## config.mk

```make
export PLATFORM = sky130hd
export DESIGN_NAME = out_mem_streamer
export DESIGN_NICKNAME = d
export VERILOG_FILES = /design/src/rtl/out_mem_streamer.sv
export SDC_FILE = /design/constraint.sdc
export NUM_CORES = 1
export LEC_CHECK = 0
export BUFFER_PORTS_ARGS = -buffer_cell sky130_fd_sc_hd__buf_2
export CORE_MARGIN = 8
export CORE_UTILIZATION = 64
export DETAILED_ROUTE_END_ITERATION = 8
export MAX_ROUTING_LAYER = met4
export PLACE_DENSITY_LB_ADDON = 0.3
export SYNTH_ARGS = -nofsm -noshare
export SYNTH_HDL_FRONTEND = slang
export SYNTH_SLANG_ARGS = --single-unit
```

## constraint.sdc

```tcl
create_clock -name clk_50 -period 4 [get_ports clk_50]
set_clock_uncertainty 0.1 [all_clocks]
set_input_delay 0.8 -clock clk_50 [delete_from_list [all_inputs] [get_ports clk_50]]
set_output_delay 0.8 -clock clk_50 [all_outputs]
set_load 0.01 [all_outputs]
```

## src/rtl/out_mem_streamer.sv

```systemverilog
// Streams the scaled image out of the output BRAM as a valid/ready byte stream,
// keeping a running byte checksum and a beat count for host-side verification.
module out_mem_streamer #(
   parameter int AW     = 12,
   parameter int CSUM_W = 16
) (
   input  logic              clk_50,
   input  logic              rst_n,
   input  logic              start,
   input  logic              abort,
   input  logic [15:0]       i_out_w,
   input  logic [15:0]       i_out_h,
   output logic [AW-1:0]     mem_raddr,
   input  logic [7:0]        mem_rdata,
   output logic [7:0]        m_tdata,
   output logic              m_tvalid,
   input  logic              m_tready,
   output logic              m_tlast,
   output logic              busy,
   output logic              done,
   output logic [CSUM_W-1:0] o_checksum,
   output logic [AW:0]       o_beats
);

   localparam logic [31:0] MAX_LEN = 32'd1 << AW;
   localparam logic [AW:0] ONE     = (AW+1)'(1);

   typedef enum logic [1:0] {S_IDLE, S_CALC, S_STREAM} state_t;
   state_t r_state, w_state_next;

   logic [AW:0]       r_len, r_rd_ptr, r_beats;
   logic [CSUM_W-1:0] r_checksum;
   logic              r_inflight, r_inflight_last, r_done;
   logic [1:0]        r_count;
   logic              r_head;
   logic [7:0]        r_fifo_data [2];
   logic              r_fifo_last [2];

   logic [31:0] w_prod;
   logic [AW:0] w_len_sat;
   logic        w_valid, w_beat, w_head_last, w_issue, w_push, w_tail;
   logic        w_done_next, w_start, w_flush;

   assign w_prod      = 32'(i_out_w) * 32'(i_out_h);
   assign w_len_sat   = (w_prod > MAX_LEN) ? MAX_LEN[AW:0] : w_prod[AW:0];
   assign w_valid     = (r_count != 2'd0);
   assign w_head_last = r_fifo_last[r_head];
   assign w_beat      = w_valid & m_tready;
   assign w_push      = r_inflight;
   assign w_tail      = r_head ^ (r_count != 2'd0);
   assign w_start     = (r_state == S_IDLE) && start;
   assign w_flush     = abort && (r_state != S_IDLE);

   // Occupancy is FIFO entries plus the read in flight; a pop this cycle frees a
   // slot immediately so a depth-2 FIFO still sustains one beat per cycle.
   assign w_issue = (r_state == S_STREAM) && !abort && (r_rd_ptr < r_len) &&
                    ((r_count == 2'd0) || ((r_count == 2'd1) && !r_inflight) || w_beat);

   always_comb begin
      w_state_next = r_state;
      w_done_next  = 1'b0;
      case (r_state)
         S_IDLE: begin
            if (start) w_state_next = S_CALC;
         end
         S_CALC: begin
            if (abort) begin
               w_state_next = S_IDLE;
            end else if (w_len_sat == '0) begin
               w_state_next = S_IDLE;
               w_done_next  = 1'b1;
            end else begin
               w_state_next = S_STREAM;
            end
         end
         S_STREAM: begin
            if (abort) begin
               w_state_next = S_IDLE;
            end else if (w_beat && w_head_last) begin
               w_state_next = S_IDLE;
               w_done_next  = 1'b1;
            end
         end
         default: w_state_next = S_IDLE;
      endcase
   end

   always_ff @(posedge clk_50 or negedge rst_n) begin
      if (!rst_n) begin
         r_state         <= S_IDLE;
         r_done          <= 1'b0;
         r_inflight      <= 1'b0;
         r_inflight_last <= 1'b0;
         r_len           <= '0;
         r_rd_ptr        <= '0;
         r_checksum      <= '0;
         r_beats         <= '0;
         r_count         <= 2'd0;
         r_head          <= 1'b0;
      end else begin
         r_state    <= w_state_next;
         r_done     <= w_done_next;
         r_inflight <= w_issue;
         if (w_issue) begin
            r_rd_ptr        <= r_rd_ptr + ONE;
            r_inflight_last <= (r_rd_ptr == r_len - ONE);
         end
         if (r_state == S_CALC) r_len <= w_len_sat;
         if (w_start) begin
            r_checksum <= '0;
            r_beats    <= '0;
            r_rd_ptr   <= '0;
            r_count    <= 2'd0;
            r_head     <= 1'b0;
         end else begin
            // A beat in the abort cycle still counts; only the FIFO is flushed.
            if (w_beat) begin
               r_checksum <= r_checksum + CSUM_W'(m_tdata);
               r_beats    <= r_beats + ONE;
            end
            if (w_flush) begin
               r_count <= 2'd0;
               r_head  <= 1'b0;
            end else begin
               if (w_push && !w_beat)      r_count <= r_count + 2'd1;
               else if (!w_push && w_beat) r_count <= r_count - 2'd1;
               if (w_beat) r_head <= ~r_head;
            end
         end
      end
   end

   always_ff @(posedge clk_50 or negedge rst_n) begin
      if (!rst_n) begin
         for (int i = 0; i < 2; i++) begin
            r_fifo_data[i] <= 8'h00;
            r_fifo_last[i] <= 1'b0;
         end
      end else begin
         for (int i = 0; i < 2; i++) begin
            if (w_push && (w_tail == 1'(i))) begin
               r_fifo_data[i] <= mem_rdata;
               r_fifo_last[i] <= r_inflight_last;
            end
         end
      end
   end

   assign mem_raddr  = w_issue ? r_rd_ptr[AW-1:0] : '0;
   assign m_tvalid   = w_valid;
   assign m_tdata    = w_valid ? r_fifo_data[r_head] : 8'h00;
   assign m_tlast    = w_valid & w_head_last;
   assign busy       = (r_state != S_IDLE);
   assign done       = r_done;
   assign o_checksum = r_checksum;
   assign o_beats    = r_beats;

endmodule

```

======== Word-level counts from Yosys, hierarchy flattened ========
Cells that the tools add are included.
operators by class
  reductions and logical operators ........ 26
  order comparisons ....................... 3
  add/subtract/negate cells ............... 6
  equality and inequality tests ........... 6
  muxes and demuxes ....................... 33
  multiply operators ...................... 1
  bitwise logic cells ..................... 6
operator list
  kind                   count
  $mux 13                5
  $gt 32x13->1 const B   1
  $mul 16x16->32         1
  $mux 16                2
  $mux 8                 4
  $add 13x1->13 const B  2
  $mux 2                 9
  $add 16x8->16          1
  $eq 13x13->1           1
  $logic_not 13->1       1
  $lt 13x13->1           1
  $sub 13x1->13 const B  1
  $mux 12                1
  $logic_and 1x1->1      11
  $mux 1                 10
  $reduce_bool 2->1      4
  $pmux 2 s3             1
  $eq 2x1->1 const B     2
  $logic_not 2->1        2
  $reduce_bool 4->1      1
  $logic_not 1->1        3
  $ne 3x2->1 const B     1
  $reduce_bool 3->1      1
  $add 2x1->2 const B    1
  other kinds (11)       14
storage, ports and cells
  output and inout port bits .............. 53
  input bits .............................. 45
  bits in registers ....................... 81
  word-level logic and storage cells ...... 95

======== Longest topological paths before layout ========
Gate-level depths: netlist (run 1).
  word-level depth ........................ 8
  depth in mapped cells ................... 24
  depth with buffers taken out ............ 23

======== Least setup slack after synthesis (run 1) ========
Ideal clock, no wire load.
  kind .................................... input -> register
  start point ............................. input i_out_h[9]
  end point ............................... register r_len[10]
  data arrival time ....................... 7.023 ns
  stages on the path ...................... 24
  path buffers ............................ 2
  path slack .............................. -3.224 ns
  required time ........................... 3.799 ns
  library setup time ...................... 0.101 ns
  path through ............................ clkbuf_1 nand2_1 fa_1 inv_1 fa_1 inv_1 fa_1 inv_1 fa_1 fa_1 inv_1 fa_1 inv_1 ha_1 buf_2 nand4_2 or2_0 or4_4 a31oi_4 a41oi_1 a2111o_1 nor4_4 nand4_2 o32ai_1
between the ends
  cells in the longest elaborated chain, start to end .. 3
ends and longest elaborated chain
  element               RTL line  source
  start, declared       12        input logic [15:0] i_out_h,
  $mul 16x16->32 (*)    44        assign w_prod = 32'(i_out_w) * 32'(i_out_h);
  $gt 32x13->1          45        assign w_len_sat = (w_prod > MAX_LEN) ? MAX_LEN[AW:0] : w_prod[AW:0];
  $mux 13 (*)           45
  end signal, assigned  108       if (r_state == S_CALC) r_len <= w_len_sat;
  end, declared         31        logic [AW:0] r_len, r_rd_ptr, r_beats;
Mark *: on every way between the ends. The rest lies on a longest branch, timed or not.
A chain may end at the register's enable or synchronous reset.

======== Final worst setup path (run 1) ========
  start point ............................. input i_out_h[4]
  end point ............................... register r_len[0]
between the ends
  cells in the longest elaborated chain, start to end .. 3
ends and longest elaborated chain
  element         RTL line
  $mul 16x16->32  44
  $gt 32x13->1    45
  $mux 13         45
Every way passes these cells.

==> flow_summary.yaml, run 1 <==
timing:
  setup_tns_ps: -42790
  hold_viol: 0
  rsz0062_at_grt: "yes"
  relSlewSlack: 0.317
  fmax_mhz: 145
  setup_violations: 15
  final_max_slew_viol_count: 0
  fin_ws_ps: -2890
  period_share: 1.72
  fin_crit_ps: 6890
  worst_pin_slew_ps: 1020
clocking:
  cts.path.max_buffers: 2
  cts_made_buffers: 9
  htreeDepth: 3
  clk_root_buffer_cell: "clkbuf_16"
  clk_pin_slew_worst_paths_ps: 60
  cts.sinks: 81
  ctsHoldBuffers: 0
  clock_latency_ps: 340
  cts_tree: "yes"
setup_path:
  rr_startpoint: "r_count[0]"
  cp_data_required_time_ps: 4160
  critPathMaxStageDelay_ps: 500
  crit_arrival_ps: 7050
  critPathKind: "in -> reg"
  worst_path_most_repeated_cell: "fa_1"
  cp-end-kind: "flip-flop"
  startpoint_type: "primary input"
  crit_fanout: 8
  cp-startpoint: "i_out_h[4]"
  reg2reg_depth: 14
  crit_slowest_cell: "fa_1"
logic_synthesis:
  synth_seq_area_share: 0.148
  synth_seq_cells: 81
  synth.mux.area_fraction: 0.0236
  netlist_instances: 1556
  async_reset_ff_frac: 1.00
  synth_xor_area_frac: 0.0479
  post_synth_fa_ha_maj_area_fraction: 0.407
  synth_edf_count: 0
  synth_top_family_by_area: "adder cells"
  ys_types: 77
  synthSimpleGateAreaFrac: 0.193
  synthFlopType: "dfrtp_1"
  avgSynthCellArea_um2: 8.81
  synth_area_mm2: 0.0137
  yosysWarnings: 0
  synth.net_count: 1930
  synth_compound_area_frac: 0.0921
placement:
  gp_congestion: 0.924
  portBuffers: 97
  place_hpwl_um: 30400
layout:
  fin_nets: 2192
  layout_commonest_cell: "inv_1"
  mostFrequentLayoutCells: "inv_1, buf_4, nand2_1"
  drive_gt1_frac: 0.253
  syn_to_final_growth_pct: 23.1
  antenna_cells: 0
floorplanning:
  initial_utilization: 0.652
  die_width_um: 162
  num_rows: 53
  die_y_um: 162
  core_region_area_mm2: 0.0210
  io_pins: 98
  dieArea_mm2: 0.0264
global_route:
  grt_pass1_vias: 13200
  grt_start_max_net_pins: 82
  gr-usage-all-layers: 0.305
  grt_pass1_wl_um: 63700
  grt_overflow_total: 0
  antenna_found_initial: 0
route:
  dr_total_vias: 12200
  wl_per_cell_um: 18.4
  drc: 0
  drt_iter0_markers: 969
  antenna_left: 0
  via_per_inst: 5.81
  firstDrtPassIters: 7
  drt_wl_total_um: 38700
run:
  cap_violations: 0
worst_hold_path:
  worstHoldStart: "r_fifo_data[15]"
  hp-class: "reg -> reg"
  hold_path_depth: 1
outcome:
  status: "finished, violations left"
  violations: "negative setup slack"
-- through the flow --
step	utilization	setup slack, ps	std cells	hold slack [ps]	instance area, um2
after global placement	0.760	-3330	2067	386	16000
after CTS	0.795	-2860	2096	407	16700
after global routing	0.803	-3130	2098	427	16900
after floorplan	-	-2820	1556	379	14100
final	0.803	-2890	2098	408	16900
after detailed placement	0.760	-3380	2067	394	16000
-- per-layer routing --
layer,global-route usage,up-vias,share of wire,wire length [um]
met5,-,-,0,0
li1,-,5509,-,-
met3,0.0437,134,0.073,2840
met4,0.0934,0,0.032,1250
met1,0.385,6043,0.40,15500
met2,0.503,504,0.49,19200
-- repair_timing --
item	in CTS	in global routing
endpoints found under the setup margin	15	25
pin swaps	47	33
gates resized for setup	68	49
setup buffers	13	2
-- state kept, by name, indices dropped and copies added (netlist names), 2 cells and up --
register     cells
r_rd_ptr        13
r_count          2
r_fifo_last      2
o_beats         13
r_fifo_data     16
r_len           13
r_state          2
o_checksum      16
-- area by class of cell --
class | count | area (um2)
Clock buffer | 9 | 225
Tap cell | 275 | 344
Inverter | 256 | 961
Clock inverter | 7 | 124
Timing Repair Buffer | 314 | 2300
Sequential cell | 81 | 2030
Multi-Input combinational cell | 1156 | 10900
Fill cell | 1304 | 4140
-- path summary, 6_finish.rpt --
kind                       slack [ps]         endpoint
min reg2reg                       410  r_fifo_data[15]
max in group asynchronous        2610       r_inflight
min in group asynchronous         530       o_beats[6]
max reg2reg                       570    o_checksum[8]
max                             -2890         r_len[0]
min                               410  r_fifo_data[15]
-- Yosys cell counts, types with 19 or more instances --
| cell type | n | area [um2] |
|---|---|---|
| xnor2_1 | 32 | 280 |
| xor2_1 | 43 | 377 |
| nand2_1 | 213 | 800 |
| nand3_1 | 19 | 95.1 |
| fa_1 | 195 | 3900 |
| clkbuf_1 | 48 | 180 |
| and2_1 | 133 | 832 |
| inv_1 | 255 | 957 |
| a21oi_1 | 61 | 305 |
| o21ai_0 | 38 | 190 |
| nand4_1 | 20 | 125 |
| dfrtp_1 | 81 | 2030 |
| ha_1 | 134 | 1680 |
| nor2_1 | 74 | 278 |
-- cells by family (layout without fill, tap and decap cells) --
group | Yosys count | count (layout)
adders and majority gates | 329 | 329
xor gates and xnor gates | 75 | 75
and+or+nand+nor | 531 | 531
buffers and inverters | 319 | 586
AOI/OAI and AO/OA | 191 | 191
muxes | 30 | 30
DFF | 81 | 81
-- worst max-delay path, delay by kind of cell --
family	cells	cell delay (ps)
adders and majority gates	7	3140
and+or+nand+nor	7	1620
buffers and inverters	9	880
AOI/OAI and AO/OA	2	450
xor gates and xnor gates	1	120
Power of run 1 is left out: the tool's default activity adds up to more than one toggle a clock period on the data nets, which glitch-free logic cannot reach.
==> run 2: changes to the inputs <==
- CELL_PAD_IN_SITES_DETAIL_PLACEMENT: not set -> 0
- CELL_PAD_IN_SITES_GLOBAL_PLACEMENT: not set -> 1
- CORE_UTILIZATION: 64 -> 49
==> run 2 against run 1 <==
The run still ends with negative setup slack left; via count shrank 6.4%; sequential share of layout area hardly changed; cell count grew 5.0%; register-to-register slack improved by 190 ps; global-route usage decreased by 7.6 points; flip-flop and latch count stayed put; first-iteration DRC count shrank 44%; critical path type unchanged; largest cell class unchanged.
==> flow_summary.yaml, run 2 (synthesized netlist as in run 1, its figures left out) <==
timing:
  final_max_slew_viol_count: 0
  setup_tns_ps: -42350
  rsz0062_at_grt: "yes"
  fmax_mhz: 146
  worst_pin_slew_ps: 1030
  fin_ws_ps: -2860
  period_share: 1.72
  relSlewSlack: 0.313
  fin_crit_ps: 6860
  setup_violations: 15
  hold_viol: 0
global_route:
  grt_overflow_total: 0
  grt_start_max_net_pins: 82
  antenna_found_initial: 1
  grt_pass1_wl_um: 61500
  grt_pass1_vias: 12300
  gr-usage-all-layers: 0.229
floorplanning:
  num_rows: 61
  io_pins: 98
  core_region_area_mm2: 0.0277
  initial_utilization: 0.495
  die_width_um: 183
  dieArea_mm2: 0.0336
  die_y_um: 183
layout:
  layout_commonest_cell: "inv_1"
  fillers: 2464
  mostFrequentLayoutCells: "inv_1, buf_4, nand2_1"
  drive_gt1_frac: 0.250
  fin_nets: 2192
  final_cells: 2202
  syn_to_final_growth_pct: 23.6
  regArea_mm2: 0.00203
  multi_input_area_mm2: 0.0109
  final_util: 0.612
route:
  firstDrtPassIters: 5
  wl_per_cell_um: 16.1
  route.met2.wl_um: 17100
  via_per_inst: 5.18
  dr_total_vias: 11400
  drt_wl_total_um: 35500
  drt_iter0_markers: 540
  dr_wl_met3_um: 1290
  antenna_left: 0
  highest_layer: "met4"
  drc: 0
  wl_met1_um: 16600
placement:
  place_hpwl_um: 30200
  portBuffers: 97
  dp_slack_ps: -3300
  placed_cells: 2174
  gp_congestion: 0.905
clocking:
  clk_pin_slew_worst_paths_ps: 60
  cts_made_buffers: 9
  htreeDepth: 3
  clk_root_buffer_cell: "clkbuf_16"
  cts.path.max_buffers: 2
  cts_tree: "yes"
  ctsHoldBuffers: 0
  clock_latency_ps: 340
  cts.sinks: 81
worst_hold_path:
  hp-class: "reg -> reg"
  worstHoldStart: "r_fifo_last[1]"
setup_path:
  crit_arrival_ps: 7010
  crit_fanout: 10
  cp-startpoint: "i_out_h[6]"
  critPathKind: "in -> reg"
  rr_startpoint: "r_count[0]"
  startpoint_type: "primary input"
  cp_data_required_time_ps: 4150
  cp-end-kind: "flip-flop"
run:
  cap_violations: 0
outcome:
  violations: "negative setup slack"
  status: "finished, violations left"
-- run 2: cell count changes in the layout (fill, tap and decap cells not counted), moves of 3 or more --
cell   change
buf_6      -5
buf_4      +3
fa_1       +3
fa_2       -3
inv_1      +3
inv_2      -3
-- run 2: worst paths after layout --
kind / to / slack (ps) / cells past startpoint
setup / recovery: r_len[1] / -2860 / 24
hold / removal: r_fifo_last[1] / 400 / 1
setup reg to reg: o_checksum[10] / 760 / 14
hold reg to reg: r_fifo_last[1] / 400 / 1
max in group asynchronous: r_len[4] / 2600 / 1
min in group asynchronous: o_beats[6] / 510 / 1
-- run 2: metrics by stage --
step | instance area, um2 | hold WS [ps]
floorplan | 14100 | 379
global placement | 16100 | 386
detailed placement | 16100 | 392
CTS | 16700 | 406
global route | 17000 | 416
finish | 17000 | 403
-- run 2: final cells by class --
class	count	share of cell area
diodes	1	0.000148
clock buffers	10	0.0141
clock inverters	6	0.00436
inverters	256	0.0567
multi-input cells	1156	0.643
flip-flops and latches	81	0.120
well taps	378	0.0279
repair buffers	314	0.134
-- run 2: worst max-delay path: stages --
cell and delay, ps:
buf_12 120, buf_6 110, and2_4 150, fa_1 540, inv_2 40, fa_1 520, inv_1 50, fa_1 490
fa_2 460, fa_1 510, inv_2 50, fa_1 510, inv_2 50, ha_4 280, nand4_4 90, or2_1 250
or4_4 430, a31oi_4 220, a41oi_2 140, a2111o_1 390, nor4_4 300, buf_4 200, nand3_4 140, o22ai_1 150
-- run 2: repair_timing --
item | CTS | global route
endpoints found under the hold margin | 0 | 0
gates resized for setup | 39 | 67
endpoints found under the setup margin | 15 | 15
pin swaps | 16 | 46
setup buffers | 4 | 7
-- run 2: routing by layer --
| metal | vias to the layer above | track usage |
|---|---|---|
| met5 | - | - |
| met4 | 0 | 0.0377 |
| met3 | 28 | 0.0299 |
| met2 | 186 | 0.377 |
| met1 | 5690 | 0.303 |
| li1 | 5500 | - |
Power of run 2 is left out for the same reason.
